File: config.mk
export PLATFORM = sky130hd
export DESIGN_NAME = initiator_port_flat
export DESIGN_NICKNAME = d
export VERILOG_FILES = /design/src/rtl/initiator_port_if.sv /design/src/rtl/initiator_port.sv /design/src/flat_wrapper.sv
export SDC_FILE = /design/constraint.sdc
export NUM_CORES = 1
export LEC_CHECK = 0
export CAP_MARGIN = 15
export CORE_ASPECT_RATIO = 1.2
export CORE_MARGIN = 1.5
export CORE_UTILIZATION = 45
export DETAILED_ROUTE_END_ITERATION = 8
export PLACE_DENSITY = 0.72
export SYNTH_ARGS = -nofsm -noshare
export SYNTH_HDL_FRONTEND = slang
export SYNTH_SLANG_ARGS = --single-unit
File: constraint.sdc
create_clock -name clk -period 2.1 [get_ports clk]
set_input_delay 0.21 -clock clk [delete_from_list [all_inputs] [get_ports clk]]
set_output_delay 0.21 -clock clk [all_outputs]
set_load 0.005 [all_outputs]
File: src/rtl/initiator_port_if.sv
// Bundle of the initiator-side handshake and the serial bus signals of initiator_port.
// The master modport is the port's own view; the slave modport is the view of the
// initiator core plus arbiter/target side that drives the inputs.
interface initiator_port_if;
  logic        init_req;
  logic [15:0] init_addr;
  logic [7:0]  init_wdata;
  logic        init_rw;
  logic        init_busy;
  logic        init_done;
  logic        init_error;
  logic [7:0]  init_rdata;
  logic        init_rdata_valid;
  logic        bus_req;
  logic        bus_grant;
  logic        bus_data_out;
  logic        bus_data_out_valid;
  logic        bus_mode;
  logic        bus_init_rw;
  logic        bus_data_in;
  logic        bus_data_in_valid;
  logic        bus_target_ack;

  modport master (
    input  init_req, init_addr, init_wdata, init_rw,
    input  bus_grant, bus_data_in, bus_data_in_valid, bus_target_ack,
    output init_busy, init_done, init_error, init_rdata, init_rdata_valid,
    output bus_req, bus_data_out, bus_data_out_valid, bus_mode, bus_init_rw
  );

  modport slave (
    output init_req, init_addr, init_wdata, init_rw,
    output bus_grant, bus_data_in, bus_data_in_valid, bus_target_ack,
    input  init_busy, init_done, init_error, init_rdata, init_rdata_valid,
    input  bus_req, bus_data_out, bus_data_out_valid, bus_mode, bus_init_rw
  );
endinterface

File: src/rtl/initiator_port.sv
// Initiator-side serial bus port. Latches one parallel transaction, requests the bus,
// shifts the address then write data out LSB-first, and for reads collects the
// target's 8-bit reply. Every output is a flop loaded from the decode of the next
// state, so the bus and initiator see glitch-free signals one cycle after each decision.
module initiator_port #(
  parameter int unsigned TIMEOUT = 64
) (
  input  logic             clk,
  input  logic             rst,
  initiator_port_if.master port
);

  typedef enum logic [2:0] {
    S_IDLE,
    S_REQ,
    S_ADDR,
    S_WDATA,
    S_WAIT_ACK,
    S_RDATA,
    S_DONE
  } state_t;

  localparam logic [7:0] TMO_LIMIT = 8'(TIMEOUT);

  state_t      state_q, state_d;
  logic [3:0]  cnt_q, cnt_d;
  logic [7:0]  tmo_q, tmo_d;
  logic [15:0] addr_q, addr_d;
  logic [7:0]  wdata_q, wdata_d;
  logic        rw_q, rw_d;
  logic [7:0]  rbuf_q, rbuf_d;

  logic        done_err;
  logic        done_rd_ok;

  logic        init_busy_q, init_busy_d;
  logic        init_done_q, init_done_d;
  logic        init_error_q, init_error_d;
  logic [7:0]  init_rdata_q, init_rdata_d;
  logic        init_rdata_valid_q, init_rdata_valid_d;
  logic        bus_req_q, bus_req_d;
  logic        bus_data_out_q, bus_data_out_d;
  logic        bus_data_out_valid_q, bus_data_out_valid_d;
  logic        bus_mode_q, bus_mode_d;
  logic        bus_init_rw_q, bus_init_rw_d;

  // Transaction sequencing: accept, arbitration, serialization, ack/read wait, completion.
  always_comb begin
    state_d      = state_q;
    cnt_d        = cnt_q;
    tmo_d        = tmo_q;
    addr_d       = addr_q;
    wdata_d      = wdata_q;
    rw_d         = rw_q;
    rbuf_d       = rbuf_q;
    init_rdata_d = init_rdata_q;
    done_err     = 1'b0;
    done_rd_ok   = 1'b0;

    case (state_q)
      S_IDLE: begin
        if (port.init_req) begin
          addr_d  = port.init_addr;
          wdata_d = port.init_wdata;
          rw_d    = port.init_rw;
          cnt_d   = 4'd0;
          tmo_d   = 8'd0;
          state_d = S_REQ;
        end
      end

      S_REQ: begin
        if (port.bus_grant) begin
          cnt_d   = 4'd0;
          state_d = S_ADDR;
        end
      end

      S_ADDR: begin
        if (!port.bus_grant) begin
          done_err = 1'b1;
          state_d  = S_DONE;
        end else if (cnt_q == 4'd15) begin
          cnt_d   = 4'd0;
          tmo_d   = 8'd0;
          rbuf_d  = 8'h00;
          state_d = rw_q ? S_WDATA : S_RDATA;
        end else begin
          cnt_d = cnt_q + 4'd1;
        end
      end

      S_WDATA: begin
        if (!port.bus_grant) begin
          done_err = 1'b1;
          state_d  = S_DONE;
        end else if (cnt_q == 4'd7) begin
          cnt_d   = 4'd0;
          tmo_d   = 8'd0;
          state_d = S_WAIT_ACK;
        end else begin
          cnt_d = cnt_q + 4'd1;
        end
      end

      // An ack arriving together with grant loss still completes the write.
      S_WAIT_ACK: begin
        if (port.bus_target_ack) begin
          state_d = S_DONE;
        end else if (!port.bus_grant || (tmo_q == TMO_LIMIT)) begin
          done_err = 1'b1;
          state_d  = S_DONE;
        end else begin
          tmo_d = tmo_q + 8'd1;
        end
      end

      // Grant loss outranks a read bit arriving in the same cycle.
      S_RDATA: begin
        if (!port.bus_grant) begin
          done_err = 1'b1;
          state_d  = S_DONE;
        end else if (port.bus_data_in_valid) begin
          rbuf_d[cnt_q[2:0]] = port.bus_data_in;
          tmo_d              = 8'd0;
          if (cnt_q == 4'd7) begin
            init_rdata_d = rbuf_d;
            done_rd_ok   = 1'b1;
            cnt_d        = 4'd0;
            state_d      = S_DONE;
          end else begin
            cnt_d = cnt_q + 4'd1;
          end
        end else if (tmo_q == TMO_LIMIT) begin
          done_err = 1'b1;
          state_d  = S_DONE;
        end else begin
          tmo_d = tmo_q + 8'd1;
        end
      end

      S_DONE: begin
        state_d = S_IDLE;
      end

      default: begin
        state_d = S_IDLE;
      end
    endcase
  end

  // Output decode from the upcoming state and counter, loaded into the output flops.
  always_comb begin
    init_busy_d          = (state_d != S_IDLE);
    init_done_d          = (state_d == S_DONE);
    init_error_d         = done_err;
    init_rdata_valid_d   = done_rd_ok;
    bus_req_d            = (state_d == S_REQ) || (state_d == S_ADDR) || (state_d == S_WDATA) ||
                           (state_d == S_WAIT_ACK) || (state_d == S_RDATA);
    bus_data_out_valid_d = (state_d == S_ADDR) || (state_d == S_WDATA);
    bus_mode_d           = (state_d == S_WDATA) || (state_d == S_WAIT_ACK) ||
                           (state_d == S_RDATA) || (state_d == S_DONE);
    bus_init_rw_d        = bus_req_d ? rw_d : 1'b0;
    bus_data_out_d       = 1'b0;
    if (state_d == S_ADDR) begin
      bus_data_out_d = addr_q[cnt_d];
    end else if (state_d == S_WDATA) begin
      bus_data_out_d = wdata_q[cnt_d[2:0]];
    end
  end

  // State, counters, latched transaction and registered outputs; reset discards everything.
  always_ff @(posedge clk or posedge rst) begin
    if (rst) begin
      state_q              <= S_IDLE;
      cnt_q                <= 4'd0;
      tmo_q                <= 8'd0;
      addr_q               <= 16'h0000;
      wdata_q              <= 8'h00;
      rw_q                 <= 1'b0;
      rbuf_q               <= 8'h00;
      init_busy_q          <= 1'b0;
      init_done_q          <= 1'b0;
      init_error_q         <= 1'b0;
      init_rdata_q         <= 8'h00;
      init_rdata_valid_q   <= 1'b0;
      bus_req_q            <= 1'b0;
      bus_data_out_q       <= 1'b0;
      bus_data_out_valid_q <= 1'b0;
      bus_mode_q           <= 1'b0;
      bus_init_rw_q        <= 1'b0;
    end else begin
      state_q              <= state_d;
      cnt_q                <= cnt_d;
      tmo_q                <= tmo_d;
      addr_q               <= addr_d;
      wdata_q              <= wdata_d;
      rw_q                 <= rw_d;
      rbuf_q               <= rbuf_d;
      init_busy_q          <= init_busy_d;
      init_done_q          <= init_done_d;
      init_error_q         <= init_error_d;
      init_rdata_q         <= init_rdata_d;
      init_rdata_valid_q   <= init_rdata_valid_d;
      bus_req_q            <= bus_req_d;
      bus_data_out_q       <= bus_data_out_d;
      bus_data_out_valid_q <= bus_data_out_valid_d;
      bus_mode_q           <= bus_mode_d;
      bus_init_rw_q        <= bus_init_rw_d;
    end
  end

  assign port.init_busy          = init_busy_q;
  assign port.init_done          = init_done_q;
  assign port.init_error         = init_error_q;
  assign port.init_rdata         = init_rdata_q;
  assign port.init_rdata_valid   = init_rdata_valid_q;
  assign port.bus_req            = bus_req_q;
  assign port.bus_data_out       = bus_data_out_q;
  assign port.bus_data_out_valid = bus_data_out_valid_q;
  assign port.bus_mode           = bus_mode_q;
  assign port.bus_init_rw        = bus_init_rw_q;

endmodule

File: src/flat_wrapper.sv
// flat-port wrapper written by rule: the top's interface ports become plain ports
module initiator_port_flat 
#(
  parameter int unsigned TIMEOUT = 64
)
  (clk, rst, port_init_req, port_init_addr, port_init_wdata, port_init_rw, port_bus_grant, port_bus_data_in, port_bus_data_in_valid, port_bus_target_ack, port_init_busy, port_init_done, port_init_error, port_init_rdata, port_init_rdata_valid, port_bus_req, port_bus_data_out, port_bus_data_out_valid, port_bus_mode, port_bus_init_rw);
  initiator_port_if port_i ();
  input  logic clk;
  input  logic rst;
  input wire logic [$bits(port_i.init_req)-1:0] port_init_req;
  input wire logic [$bits(port_i.init_addr)-1:0] port_init_addr;
  input wire logic [$bits(port_i.init_wdata)-1:0] port_init_wdata;
  input wire logic [$bits(port_i.init_rw)-1:0] port_init_rw;
  input wire logic [$bits(port_i.bus_grant)-1:0] port_bus_grant;
  input wire logic [$bits(port_i.bus_data_in)-1:0] port_bus_data_in;
  input wire logic [$bits(port_i.bus_data_in_valid)-1:0] port_bus_data_in_valid;
  input wire logic [$bits(port_i.bus_target_ack)-1:0] port_bus_target_ack;
  output wire logic [$bits(port_i.init_busy)-1:0] port_init_busy;
  output wire logic [$bits(port_i.init_done)-1:0] port_init_done;
  output wire logic [$bits(port_i.init_error)-1:0] port_init_error;
  output wire logic [$bits(port_i.init_rdata)-1:0] port_init_rdata;
  output wire logic [$bits(port_i.init_rdata_valid)-1:0] port_init_rdata_valid;
  output wire logic [$bits(port_i.bus_req)-1:0] port_bus_req;
  output wire logic [$bits(port_i.bus_data_out)-1:0] port_bus_data_out;
  output wire logic [$bits(port_i.bus_data_out_valid)-1:0] port_bus_data_out_valid;
  output wire logic [$bits(port_i.bus_mode)-1:0] port_bus_mode;
  output wire logic [$bits(port_i.bus_init_rw)-1:0] port_bus_init_rw;
  assign port_i.init_req = port_init_req;
  assign port_i.init_addr = port_init_addr;
  assign port_i.init_wdata = port_init_wdata;
  assign port_i.init_rw = port_init_rw;
  assign port_i.bus_grant = port_bus_grant;
  assign port_i.bus_data_in = port_bus_data_in;
  assign port_i.bus_data_in_valid = port_bus_data_in_valid;
  assign port_i.bus_target_ack = port_bus_target_ack;
  assign port_init_busy = port_i.init_busy;
  assign port_init_done = port_i.init_done;
  assign port_init_error = port_i.init_error;
  assign port_init_rdata = port_i.init_rdata;
  assign port_init_rdata_valid = port_i.init_rdata_valid;
  assign port_bus_req = port_i.bus_req;
  assign port_bus_data_out = port_i.bus_data_out;
  assign port_bus_data_out_valid = port_i.bus_data_out_valid;
  assign port_bus_mode = port_i.bus_mode;
  assign port_bus_init_rw = port_i.bus_init_rw;
  initiator_port #(.TIMEOUT(TIMEOUT)) u_core (.clk(clk), .rst(rst), .port(port_i));
endmodule
== After elaboration in Yosys (flattened, before gate mapping) ==
Cells that the tools add are included.

* Input bits: 32
* Logic and storage cells: 127
* Output and inout port bits: 17
* Memory bits (read-only): 0
* Bits in latches: 0
* Memories kept: 0
* Bits in writable memories: 0
* Register bits: 65

* Reductions and logical operators: 20
* Muxes and demuxes: 60
* $lt $le $gt $ge: 4
* Eq/ne operators: 24
* Multiply operators: 0
* Add/sub/neg operators: 2
* Bitwise logic cells: 0
* Div/mod/pow operators: 0
* Shifts and indexed selects: 0

{| class="wikitable"
|+ Operators by type and width
! cell !! count
|-
| $mux W8 || 12
|-
| $pmux W8 S5 || 1
|-
| $mux W3 || 13
|-
| $mux W4 || 8
|-
| $pmux W4 S5 || 1
|-
| $mux W1 || 18
|-
| $pmux W3 S6 || 1
|-
| $pmux W8 S2 || 1
|-
| $eq A3 B3 Y1 const B || 5
|-
| $ne A2 B2 Y1 const B || 7
|-
| $eq A3 B2 Y1 const B || 4
|-
| $reduce_and A10 Y1 || 1
|-
| $logic_or A1 B1 Y1 || 9
|-
| $add A8 B1 Y8 const B || 1
|-
| $bwmux W8 || 1
|-
| $eq A8 B7 Y1 const B || 1
|-
| $lt A3 B4 Y1 const B || 2
|-
| $eq A3 B1 Y1 const B || 2
|-
| $lt A4 B5 Y1 const B || 1
|-
| $reduce_and A5 Y1 || 1
|-
| $reduce_bool A5 Y1 || 1
|-
| $add A4 B1 Y4 const B || 1
|-
| $bmux W1 S4 || 1
|-
| $eq A4 B3 Y1 const B || 1
|-
| other kinds (15) || 16
|}

== Longest topological paths before layout ==
* Depth after elaboration: 11
* Mapped depth: 11
* Depth with buffers taken out: 10

== Worst setup path after synthesis ==
No wires, ideal clock.

* Kind: register to register
* Start: register u_core.state_q[2]
* End: register u_core.bus_data_out_q (netlist: u_core.port.bus_data_out)
* Period minus slack after synthesis: 2.300 ns
* Setup slack: -0.200 ns
* Required time: 2.020 ns
* Arrival time: 2.220 ns
* Setup time: 0.080 ns
* Stages on the path, launching flop included: 12
* Path buffers: 3
* Path through: dfrtp_1 -> buf_2 -> or4b_4 -> buf_6 -> o2111ai_1 -> nand3_2 -> buf_6 -> mux2i_1 -> mux2i_1 -> mux2i_1 -> mux2_2 -> o22ai_2

* Elaborated cells between the ends (all ways): 28
* Classes of those cells: eq/ne (7); mux (20); reduce/logical (1)

{| class="wikitable"
|+ RTL lines
! item !! line !! source
|-
| start, declared || initiator_port.sv:25 || <nowiki>state_t state_q, state_d;</nowiki>
|-
| start signal, assigned || initiator_port.sv:193 || <nowiki>state_q <= state_d;</nowiki>
|-
| $eq A3 B3 Y1, or another cell as far along || initiator_port.sv:60 || <nowiki>case (state_q)</nowiki>
|-
| $pmux W4 S5 * || initiator_port.sv:60 ||
|-
| net u_core.cnt_d[0] || initiator_port.sv:26 || <nowiki>logic [3:0] cnt_q, cnt_d;</nowiki>
|-
| $bmux W1 S3 || initiator_port.sv:168 || <nowiki>bus_data_out_d = wdata_q[cnt_d[2:0]];</nowiki>
|-
| $mux W1 (implied by the code) || initiator_port.sv:168 ||
|-
| $mux W1 || initiator_port.sv:167 || <nowiki>end else if (state_d == S_WDATA) begin</nowiki>
|-
| $mux W1 * || initiator_port.sv:165 || <nowiki>if (state_d == S_ADDR) begin</nowiki>
|-
| net u_core.bus_data_out_d || initiator_port.sv:42 || <nowiki>logic bus_data_out_q, bus_data_out_d;</nowiki>
|-
| end signal, assigned || initiator_port.sv:206 || <nowiki>bus_data_out_q <= bus_data_out_d;</nowiki>
|-
| end, declared || initiator_port.sv:42 ||
|}

The timed path passes the listed nets; every way through them passes the cells marked *. The select of a mux whose other input is x is not followed.
A chain may end at the register's enable or synchronous reset.

== Worst setup path after layout ==
* Start: register u_core.state_q[2]
* End: register u_core.bus_data_out_q (netlist: u_core.port.bus_data_out)

* Cells in the longest elaborated chain, start to end: 7
* Elaborated cells between the ends (all ways): 28
* Classes of those cells: eq/ne (7); mux (20); reduce/logical (1)

{| class="wikitable"
|+ Ends and longest elaborated chain
! item !! line
|-
| branches (longest 6 deep; another with $pmux W4 S5) || --
|-
| $mux W1 * || initiator_port.sv:165
|-
| net u_core.bus_data_out_d || initiator_port.sv:42
|}

Mark *: on every way through the listed nets, which the timed path passes. The select of a mux whose other input is x is not followed.

==> summary.txt <==
Status
  • Status: complete, but fails checks
  • Violated checks: negative setup slack

Floorplan
  • Die width: around 83 µm
  • Die Footprint: slightly above 8000 µm²
  • Starting Density: 0.471
  • Die Y: 99.2 µm
  • Num rows: 34
  • Boundary pin count: 49
  • Core Region: 7360 µm²

Power
  • Switching Fraction: 0.379
  • Max VDD drop: 0.000701 V
  • Sequential Power Share: 0.305
  • Clock share of power: 0.160
  • Cell-internal power: 3730 µW
  • Combinational fraction of design power: 0.535
  • P_leak: ~0.0023 µW
  • Net Switching: roughly 2300 µW
  • Power density cells: ~1200 nW/µm²

Synthesis
  • Main combinational cell family by area after synthesis: simple AND/OR/NAND/NOR gates
  • Synth area leaders: dfrtp_1 (47%), nand2_1 (12%), mux2i_1 (7.2%), o21ai_0 (5.6%), nor2_1 (2.5%)
  • Synth Area in Adders: 0.0217
  • Synth Area in Compound Gates: 0.147
  • Top_reg_cell synth: dfrtp_1
  • #FFs+latches synth: 65
  • Post-synth EDFFs: 0
  • Register area share after synthesis: 0.469
  • XOR/XNOR Fraction of Synth Area: 0.00505
  • Gate count of the mapped netlist: about 390
  • Yosys warns: 0
  • Synth top area share: 0.469
  • Post-Synth Simple-Gate Area: 0.230
  • Yosys cell types: 48
  • Yosys top cell by area: dfrtp_1
  • Post-Syn Nets: 431
  • Multiplexer share of the synthesized area: 0.0819
  • Average size of a mapped cell: about 9 µm²
  • Synth Cell Area: 3470 µm²
  • Asr flop ratio synth: 1.00

STA
  • Part of the cycle the worst path needs: 1.06
  • Worst setup margin: -0.134 ns
  • Fmax: ~450 MHz
  • Worst slew pin tran: 0.615 ns
  • Final hold vios: 0
  • Slew HR: 0.587
  • Final-report setup violation count: 2
  • Clock Skew: just over 0.007 ns
  • Max-slew violations: 0
  • RSZ-0062 raised after global routing: yes
  • Period minus WS final: between 2 and 2.5 ns

Worst setup path
  • Worst setup SP type: register
  • Crit path DAT: about 2.5 ns
  • WS Path Type: reg2reg
  • Reg2Reg Depth: 9
  • CP required: about 2.4 ns
  • Crit end category: register
  • CP max FO: 10

Cells and area
  • Area delta synth->final: 41.0%
  • Final instance area: around 4900 µm²
  • Most common cell after layout, fill and taps aside: nand2_1
  • Layout cells sized above 1: 0.255
  • Nets: 537
  • # diodes: 0
  • Most frequent cells in the layout: nand2_1 (108), buf_4 (65), dfrtp_1 (65)

Worst hold path
  • Hold crit path type: in2async

Drt
  • # DRC: 0
  • Remaining antenna violation count after routing: 0
  • Total number of vias: ~3100
  • Vias per cell: 5.31
  • WL per Instance: 14.7 µm
  • Total wire length after detailed routing: slightly below 9000 µm
  • First-pass DRT Iterations: 4
  • Initial drt markers: about 120

Placement
  • Dpl cell area: about 4400 µm²
  • GP Congestion: between 0.9 and 1
  • DP HPWL: a little over 6000 µm
  • Place WS: -0.434 ns
  • Port Buffers: 48

Clocking
  • Hold buffers post-CTS: 0
  • CTS Root Cell: clkbuf_8
  • CTS HTree Levels: 3
  • TritonCTS buffer count: 9
  • CTS tree: built
  • CTS Buffer Depth: 2
  • Clock sinks: 65
  • Clock Latency Late Sink: ~0.35 ns
  • Clock Pin Slew Worst Setup and Hold Paths: ~0.07 ns

Job
  • Max cap viols: 0

Global routing
  • Total gr overflow: 0
  • GRT Resource Usage Total: 0.221
  • Number of global-route vias before repair: ~3100
  • Initial antenna violation count: 0
  • First-pass GRT wire length: 14500 µm
  • Largest net degree at the start of global routing: 66
-- metal layers --
metal	routed length [µm]	part of all wire	track usage
met4	315	0.036	0.100
met5	0	0	0
met2	4590	0.53	0.395
met3	281	0.032	0.0432
met1	3500	0.40	0.259
-- power groups by stage --
| stage | Clock (µW) | Combinational (µW) | Sequential [µW] |
|---|---|---|---|
| 2_1_floorplan | 0 | 1710 | 1800 |
| 3_3_place_gp | 0 | 2680 | 1840 |
| 3_5_place_dp | 0 | 2750 | 1840 |
| 4_1_cts | 978 | 2900 | 1820 |
| 5_1_grt | 1040 | 3540 | 1870 |
| 6_report | 958 | 3210 | 1830 |
-- cells by family after synthesis --
logic type | count (synthesis)
mux | 28
simple gates | 178
buf+inv | 33
flops | 65
compound gates | 81
xor+xnor | 2
fa+ha+maj | 6
-- registers in the layout, indices dropped and copies added (netlist names), 3 cells and up --
register	flops
u_core.addr_q	16
u_core.cnt_q	4
u_core.port.init_rdata	8
u_core.rbuf_q	8
u_core.state_q	3
u_core.tmo_q	8
u_core.wdata_q	8
-- Yosys cell counts, types with 5 or more instances --
library cell and number:
ha_1 6, a211oi_1 5, nor3_1 5, inv_1 8
nor2_1 23, mux2i_1 25, nand2_1 110, clkbuf_1 13
o21ai_0 39, a21oi_1 10, nand2b_1 9, nand3_1 7
and3_1 5, dfrtp_1 65, a31oi_1 7
-- final cells by class --
type | instances | area, µm²
Clock buffer | 11 | 151
Clock inverter | 3 | 17.5
Fill cell | 618 | 2470
Inverter | 8 | 30.0
Multi-Input combinational cell | 296 | 1900
Sequential cell | 65 | 1630
Tap cell | 90 | 113
Timing Repair Buffer | 119 | 1050
-- path summary, 6_finish.rpt --
| check | startpoint | to | slack (ns) |
|---|---|---|---|
| max | u_core.state_q[2] | u_core.port.bus_data_out | -0.13 |
| min in group clk | port_init_addr[13] | u_core.addr_q[13] | 0.39 |
| min | rst | u_core.port.init_rdata[5] | 0.25 |
| max reg2reg | u_core.state_q[2] | u_core.port.bus_data_out | -0.13 |
| min reg2reg | u_core.port.init_rdata[0] | u_core.port.init_rdata[0] | 0.48 |
| max in group asynchronous | rst | u_core.addr_q[7] | 1.59 |
-- per-stage QoR --
step / utilization / power (µW) / hold WS (ns) / TNS (ns) / instances
4_1_cts: 0.636 / 5700 / 0.259 / -0.199 / 586
2_1_floorplan: - / 3510 / 0.315 / -0.157 / 393
5_1_grt: 0.664 / 6450 / 0.287 / -0.488 / 592
3_3_place_gp: 0.602 / 4530 / 0.461 / -1.97 / 568
3_5_place_dp: 0.602 / 4590 / 0.467 / -2.05 / 568
6_report: 0.664 / 6000 / 0.252 / -0.148 / 592
-- worst max-delay path, cell delays in order, from the launching register on --
cell	delay [ns]
dfrtp_1	0.39
or4b_4	0.58
o2111ai_4	0.12
nand3_4	0.13
buf_12	0.17
mux2i_1	0.13
mux2i_2	0.18
mux2i_1	0.10
mux2_4	0.27
o22ai_2	0.08
-- timing repair --
| item | in CTS | in global routing |
|---|---|---|
| gates cloned | 0 | 1 |
| buffers inserted | 4 | 6 |
| pin swaps | 8 | 13 |
| hold endpoints to repair | 0 | 0 |
| endpoints found under the setup margin | 14 | 14 |
| resized for setup | 13 | 42 |
No activity file was read; power rests on OpenSTA's default activity.
